**config.mk**
```make
export PLATFORM = sky130hd
export DESIGN_NAME = fifo_uart_tx_flat
export DESIGN_NICKNAME = d
export VERILOG_FILES = /design/src/rtl/fifo_uart_tx_pkg.sv /design/src/rtl/fifo_uart_tx_if.sv /design/src/rtl/fifo_uart_tx_parity_calc.sv /design/src/rtl/fifo_uart_tx.sv /design/src/flat_wrapper.sv
export SDC_FILE = /design/constraint.sdc
export NUM_CORES = 1
export LEC_CHECK = 0
export BUFFER_PORTS_ARGS = -buffer_cell sky130_fd_sc_hd__buf_2
export CAP_MARGIN = 40
export CORE_AREA = 2 2 48 50
export DETAILED_ROUTE_END_ITERATION = 10
export DIE_AREA = 0 0 50 52
export PLACE_DENSITY = 0.69
export SYNTH_ARGS = -nofsm -noshare
export SYNTH_HDL_FRONTEND = slang
export SYNTH_HIERARCHICAL = 1
export SYNTH_SLANG_ARGS = --single-unit
```
**constraint.sdc**
```tcl
create_clock -name CLK -period 1.7 [get_ports CLK]
set_input_delay 0.425 -clock CLK [delete_from_list [all_inputs] [get_ports CLK]]
set_output_delay 0.425 -clock CLK [all_outputs]
set_load 0.005 [all_outputs]
```
**src/rtl/fifo_uart_tx_pkg.sv**
```systemverilog
// Shared encodings for the FIFO-draining UART transmitter.
package fifo_uart_tx_pkg;

  typedef enum logic [2:0] {
    IDLE   = 3'd0,
    START  = 3'd1,
    DATA   = 3'd2,
    PARITY = 3'd3,
    STOP   = 3'd4
  } tx_state_t;

  localparam logic PAR_EVEN  = 1'b0;
  localparam logic PAR_ODD   = 1'b1;
  localparam logic LINE_IDLE = 1'b1;
  localparam logic START_BIT = 1'b0;

endpackage

```
**src/rtl/fifo_uart_tx_if.sv**
```systemverilog
// FIFO read side, parity configuration and serial line of the UART transmitter.
interface fifo_uart_tx_if #(
  parameter int unsigned DATA_WIDTH = 8
);
  logic                  empty;
  logic [DATA_WIDTH-1:0] R_data;
  logic                  PAR_EN;
  logic                  PAR_TYP;
  logic                  R_inc;
  logic                  TX_OUT;
  logic                  Busy;

  modport master (
    output empty, R_data, PAR_EN, PAR_TYP,
    input  R_inc, TX_OUT, Busy
  );

  modport slave (
    input  empty, R_data, PAR_EN, PAR_TYP,
    output R_inc, TX_OUT, Busy
  );
endinterface

```
**src/rtl/fifo_uart_tx_parity_calc.sv**
```systemverilog
// Combinational parity of one data word; even = XOR of bits, odd = inverted XOR.
module tx_parity_calc
  import fifo_uart_tx_pkg::*;
#(
  parameter int unsigned DATA_WIDTH = 8
) (
  input  logic [DATA_WIDTH-1:0] data,
  input  logic                  par_typ,
  output logic                  par_bit
);

  assign par_bit = (par_typ == PAR_ODD) ? ~(^data) : (^data);

endmodule

```
**src/rtl/fifo_uart_tx.sv**
```systemverilog
// UART transmitter popping words from an async FIFO read port in the TX clock domain.
module fifo_uart_tx
  import fifo_uart_tx_pkg::*;
#(
  parameter int unsigned DATA_WIDTH = 8
) (
  input  logic          CLK,
  input  logic          RST,
  fifo_uart_tx_if.slave bus
);

  localparam int unsigned CW = (DATA_WIDTH > 1) ? $clog2(DATA_WIDTH) : 1;
  localparam logic [CW-1:0] LAST_BIT = CW'(DATA_WIDTH - 1);

  tx_state_t             state, state_d;
  logic [DATA_WIDTH-1:0] shreg, shreg_d;
  logic [CW-1:0]         cnt, cnt_d;
  logic                  par_en_q, par_en_d;
  logic                  par_bit_q, par_bit_d;
  logic                  tx_q, tx_d;
  logic                  busy_q, busy_d;
  logic                  pop;
  logic                  par_new;

  tx_parity_calc #(.DATA_WIDTH(DATA_WIDTH)) u_parity (
    .data    (bus.R_data),
    .par_typ (bus.PAR_TYP),
    .par_bit (par_new)
  );

  always_ff @(posedge CLK or negedge RST) begin
    if (!RST) begin
      state     <= IDLE;
      shreg     <= '0;
      cnt       <= '0;
      par_en_q  <= 1'b0;
      par_bit_q <= 1'b0;
      tx_q      <= LINE_IDLE;
      busy_q    <= 1'b0;
    end else begin
      state     <= state_d;
      shreg     <= shreg_d;
      cnt       <= cnt_d;
      par_en_q  <= par_en_d;
      par_bit_q <= par_bit_d;
      tx_q      <= tx_d;
      busy_q    <= busy_d;
    end
  end

  always_comb begin
    state_d   = state;
    shreg_d   = shreg;
    cnt_d     = cnt;
    par_en_d  = par_en_q;
    par_bit_d = par_bit_q;
    pop       = 1'b0;

    unique case (state)
      IDLE, STOP: begin
        if (!bus.empty) begin
          pop       = 1'b1;
          shreg_d   = bus.R_data;
          par_en_d  = bus.PAR_EN;
          par_bit_d = par_new;
          state_d   = START;
        end else begin
          state_d = IDLE;
        end
      end
      START: begin
        cnt_d   = '0;
        state_d = DATA;
      end
      DATA: begin
        if (cnt == LAST_BIT) begin
          state_d = par_en_q ? PARITY : STOP;
        end else begin
          cnt_d   = cnt + 1'b1;
          shreg_d = shreg >> 1;
        end
      end
      PARITY: state_d = STOP;
      default: state_d = IDLE;
    endcase

    // Line level is computed for the state being entered so TX_OUT stays registered.
    unique case (state_d)
      START:   tx_d = START_BIT;
      DATA:    tx_d = shreg_d[0];
      PARITY:  tx_d = par_bit_q;
      default: tx_d = LINE_IDLE;
    endcase
    busy_d = (state_d != IDLE);
  end

  assign bus.R_inc  = RST & pop;
  assign bus.TX_OUT = tx_q;
  assign bus.Busy   = busy_q;

endmodule

```
**src/flat_wrapper.sv**
```systemverilog
// flat-port wrapper written by rule: the top's interface ports become plain ports
module fifo_uart_tx_flat import fifo_uart_tx_pkg::*;
#(
  parameter int unsigned DATA_WIDTH = 8
)
  (CLK, RST, bus_empty, bus_R_data, bus_PAR_EN, bus_PAR_TYP, bus_R_inc, bus_TX_OUT, bus_Busy);
  fifo_uart_tx_if #(.DATA_WIDTH(DATA_WIDTH)) bus_i ();
  input  logic CLK;
  input  logic RST;
  input wire logic [$bits(bus_i.empty)-1:0] bus_empty;
  input wire logic [$bits(bus_i.R_data)-1:0] bus_R_data;
  input wire logic [$bits(bus_i.PAR_EN)-1:0] bus_PAR_EN;
  input wire logic [$bits(bus_i.PAR_TYP)-1:0] bus_PAR_TYP;
  output wire logic [$bits(bus_i.R_inc)-1:0] bus_R_inc;
  output wire logic [$bits(bus_i.TX_OUT)-1:0] bus_TX_OUT;
  output wire logic [$bits(bus_i.Busy)-1:0] bus_Busy;
  assign bus_i.empty = bus_empty;
  assign bus_i.R_data = bus_R_data;
  assign bus_i.PAR_EN = bus_PAR_EN;
  assign bus_i.PAR_TYP = bus_PAR_TYP;
  assign bus_R_inc = bus_i.R_inc;
  assign bus_TX_OUT = bus_i.TX_OUT;
  assign bus_Busy = bus_i.Busy;
  fifo_uart_tx #(.DATA_WIDTH(DATA_WIDTH)) u_core (.CLK(CLK), .RST(RST), .bus(bus_i));
endmodule
```
==> impl_metrics.env <==
export IMPL_status="finished, final reports clean"
export IMPL_finalNetCount=127
export IMPL_p_total_mw=1.98
export IMPL_tritoncts="done"
export IMPL_critical_path_max_fanout=6
export IMPL_yosys_top_cells_area="sky130_fd_sc_hd__dfrtp_1, sky130_fd_sc_hd__nand2_1, sky130_fd_sc_hd__a22oi_1, sky130_fd_sc_hd__a22o_1, sky130_fd_sc_hd__xnor2_1"
export IMPL_floorplan_io_pins=16
export IMPL_maximum_count_of_clock_buffers_along_a_single_path=2
export IMPL_number_of_h_tree_levels=1
export IMPL_relative_max_transition_margin=0.764
export IMPL_finalClockSkew_ns=0.00316
export IMPL_antenna_violations_before_repair=0
export IMPL_top_library_cells_by_usage_in_the_layout_fill_and_taps_aside="sky130_fd_sc_hd__buf_2, sky130_fd_sc_hd__dfrtp_1, sky130_fd_sc_hd__nand2_1"
export IMPL_static_leakage_power_nw=0.575
export IMPL_cp_slowest_stage_delay_ns=0.40
export IMPL_power_density_cell_area_mw_per_mm2=1640
export IMPL_antenna_cells=0
export IMPL_grt_first_pass_wirelength_mm=2.88
export IMPL_placementRows=17
export IMPL_fin_cells=139
export IMPL_die_area_mm2=0.00260
export IMPL_power_ir_vdd_worst_mv=1.14
export IMPL_dr_first_iter_drc_count=10
export IMPL_ys_seq_elements=18
export IMPL_die_height_um=52
export IMPL_timing_critical_path_required_ns=1.92
export IMPL_initial_utilization=0.447
export IMPL_clk_insertion_delay_late_ns=0.28
export IMPL_post_synth_inst_count=83
export IMPL_worst_path_dominant_cell_family="compound AO/OA/AOI/OAI gates"
export IMPL_drv_slew=0
export IMPL_final_critical_path_share_of_the_clock_period=0.991
export IMPL_via_count_of_the_first_global_routing_pass=681
export IMPL_synthesis_nets=98
export IMPL_regArea_um2=454
export IMPL_track_usage=0.146
export IMPL_critical_path_slowest_cell="sky130_fd_sc_hd__dfrtp_1"
export IMPL_pin_count_of_the_biggest_net_entering_global_routing=19
export IMPL_avgRoutedWirePerCell_um=13.1
export IMPL_routed_wl_mm=1.82
export IMPL_drt_drc_violations_left=0
export IMPL_synth_avg_cell_area_um2=11.4
export IMPL_synth_edf_count=0
export IMPL_fin_setup_tns_ns=0
export IMPL_cts_root_buffer_cell="sky130_fd_sc_hd__clkbuf_4"
export IMPL_placedCellCount=130
export IMPL_netlist_cell_type_count=32
export IMPL_drt_pass1_iterations=4
export IMPL_final_core_util=0.573
export IMPL_synth_flop_cell="sky130_fd_sc_hd__dfrtp_1"
export IMPL_critPathBufInv=1
export IMPL_final_antenna_net_count=0
export IMPL_vias_per_cell=4.92
export IMPL_fmax_mhz=594
export IMPL_path_class="reg2reg"
export IMPL_post_route_cells_drive_above_1_share=0.405
export IMPL_hpwl_mm=1.31
export IMPL_post_synth_top_area_cell="sky130_fd_sc_hd__dfrtp_1"
export IMPL_cp_arrival_ns=1.90
export IMPL_period_minus_slack_ns=1.68
export IMPL_finalHoldViolCount=0
export IMPL_crit_path_end_kind="register"
export IMPL_post_synth_top_area_fraction=0.452
export IMPL_hold_ws_ns=0.111
export IMPL_ys_async_sr_fraction=1.00
export IMPL_cp_start_kind="register"
export IMPL_crit_chain="ha_2 -> ha_4 -> and4b_1 -> o21bai_1 -> buf_4 -> nand2_1 -> o221a_1"
export IMPL_fp_dieW_um=50
export IMPL_synth_area_um2=942
export IMPL_cts_sinks=18
export IMPL_gp_congestion=0.759
export IMPL_place_port_buffers=15
export IMPL_syn2layout_area_growth_pct=28.0
export IMPL_multi_input_comb_area_um2=495
export IMPL_setup_viol_count_final=0
export IMPL_globalRoute_totalOverflow=0
export IMPL_yosys_warnings=6
export IMPL_tritoncts_buffers=3
export IMPL_clkSlewWorstSetupHoldPaths_ns=0.10
export IMPL_min_delay_path_class="in2async"
export IMPL_synth_seq_area_share=0.479
export IMPL_worst_slew_pin_slew_ns=0.352
export IMPL_grt_setup_unrepaired="true"
export IMPL_vias_post_dr=684
export IMPL_max_cap_violations=0
export IMPL_fillerInstances=179
export IMPL_placeableCoreArea_mm2=0.00211
[final timing paths]
kind,end,from,slack [ns],cells past startpoint
hold reg to reg,u_core/shreg[2]$_DFFE_PN0P_,u_core/shreg[2]$_DFFE_PN0P_,0.52,2
setup reg to reg,u_core/bus.TX_OUT$_DFF_PN1_,u_core/cnt[0]$_DFFE_PN0P_,0.02,7
hold / removal,u_core/cnt[2]$_DFFE_PN0P_,RST,0.11,2
min in group CLK,u_core/shreg[6]$_DFFE_PN0P_,bus_R_data[6],0.36,3
max in group asynchronous,u_core/bus.TX_OUT$_DFF_PN1_,RST,1.33,2
setup / recovery,u_core/bus.TX_OUT$_DFF_PN1_,u_core/cnt[0]$_DFFE_PN0P_,0.02,7
[stage by stage]
| step | cell area (µm²) | setup WS (ns) |
|---|---|---|
| floorplan | 945 | 0.00922 |
| CTS | 1140 | 0.00264 |
| detailed placement | 1090 | 0.00425 |
| global placement | 1090 | 0.0373 |
| finish | 1210 | 0.0157 |
| global route | 1210 | -0.0699 |
[sequential cells by signal (all words and copies together), names as in the netlist]
register,flops
u_core/par_en_q,1
u_core/bus.Busy,1
u_core/par_bit_q,1
u_core/shreg,8
u_core/cnt,3
u_core/state,3
u_core/bus.TX_OUT,1
[area by class of cell]
type,instances,area share
flip-flops and latches,18,0.377
clock buffers,4,0.0301
well taps,28,0.0290
inverters,2,0.00622
repair buffers,27,0.147
multi-input cells,60,0.411
[cells by family after synthesis]
kind of cell / share of synthesized area
AO/OA/AOI/OAI: 0.162
XOR/XNOR: 0.0877
adder cells (fa/ha/maj): 0.0266
AND/OR/NAND/NOR: 0.183
multiplexers: 0.0359
buffers and inverters: 0.0252
flip-flops: 0.479
[power by group]
| group | leakage, nW | switching (mW) | internal [mW] |
|---|---|---|---|
| clock network | 0.0210 | 0.120 | 0.130 |
| registers | 0.220 | 0.167 | 0.634 |
| logic | 0.334 | 0.400 | 0.532 |
| total | 0.575 | 0.687 | 1.30 |
[Yosys cell counts (2+ instances only)]
master                     count
sky130_fd_sc_hd__inv_1         2
sky130_fd_sc_hd__a22oi_1       6
sky130_fd_sc_hd__ha_1          2
sky130_fd_sc_hd__nand2b_1      3
sky130_fd_sc_hd__nand2_1      14
sky130_fd_sc_hd__o21bai_1      2
sky130_fd_sc_hd__a22o_1        5
sky130_fd_sc_hd__mux2_2        3
sky130_fd_sc_hd__nor2_1        4
sky130_fd_sc_hd__dfrtp_1      17
sky130_fd_sc_hd__xnor2_1       4
[worst register-to-register path, delay by kind of cell (launching register included)]
kind / cells / cell delay, ns
buffers and inverters: 1 / 0.15
AOI/OAI and AO/OA: 2 / 0.41
DFF: 1 / 0.40
adders and majority gates: 2 / 0.38
and+or+nand+nor: 2 / 0.27
[metal layers]
layer / vias up / share of wire / track usage
li1: 352 / - / -
met1: 325 / 0.49 / 0.201
met2: 7 / 0.49 / 0.237
met3: 0 / 0.021 / 0.0259
met4: 0 / 0 / 0.0417
met5: - / 0 / 0
[what timing repair did]
item,in CTS,in global routing
setup endpoints to repair,3,4
gates resized for setup,3,3
pin swaps,1,1
setup buffers,0,5
hold buffers,0,0
No activity file was read; power rests on OpenSTA's default activity.
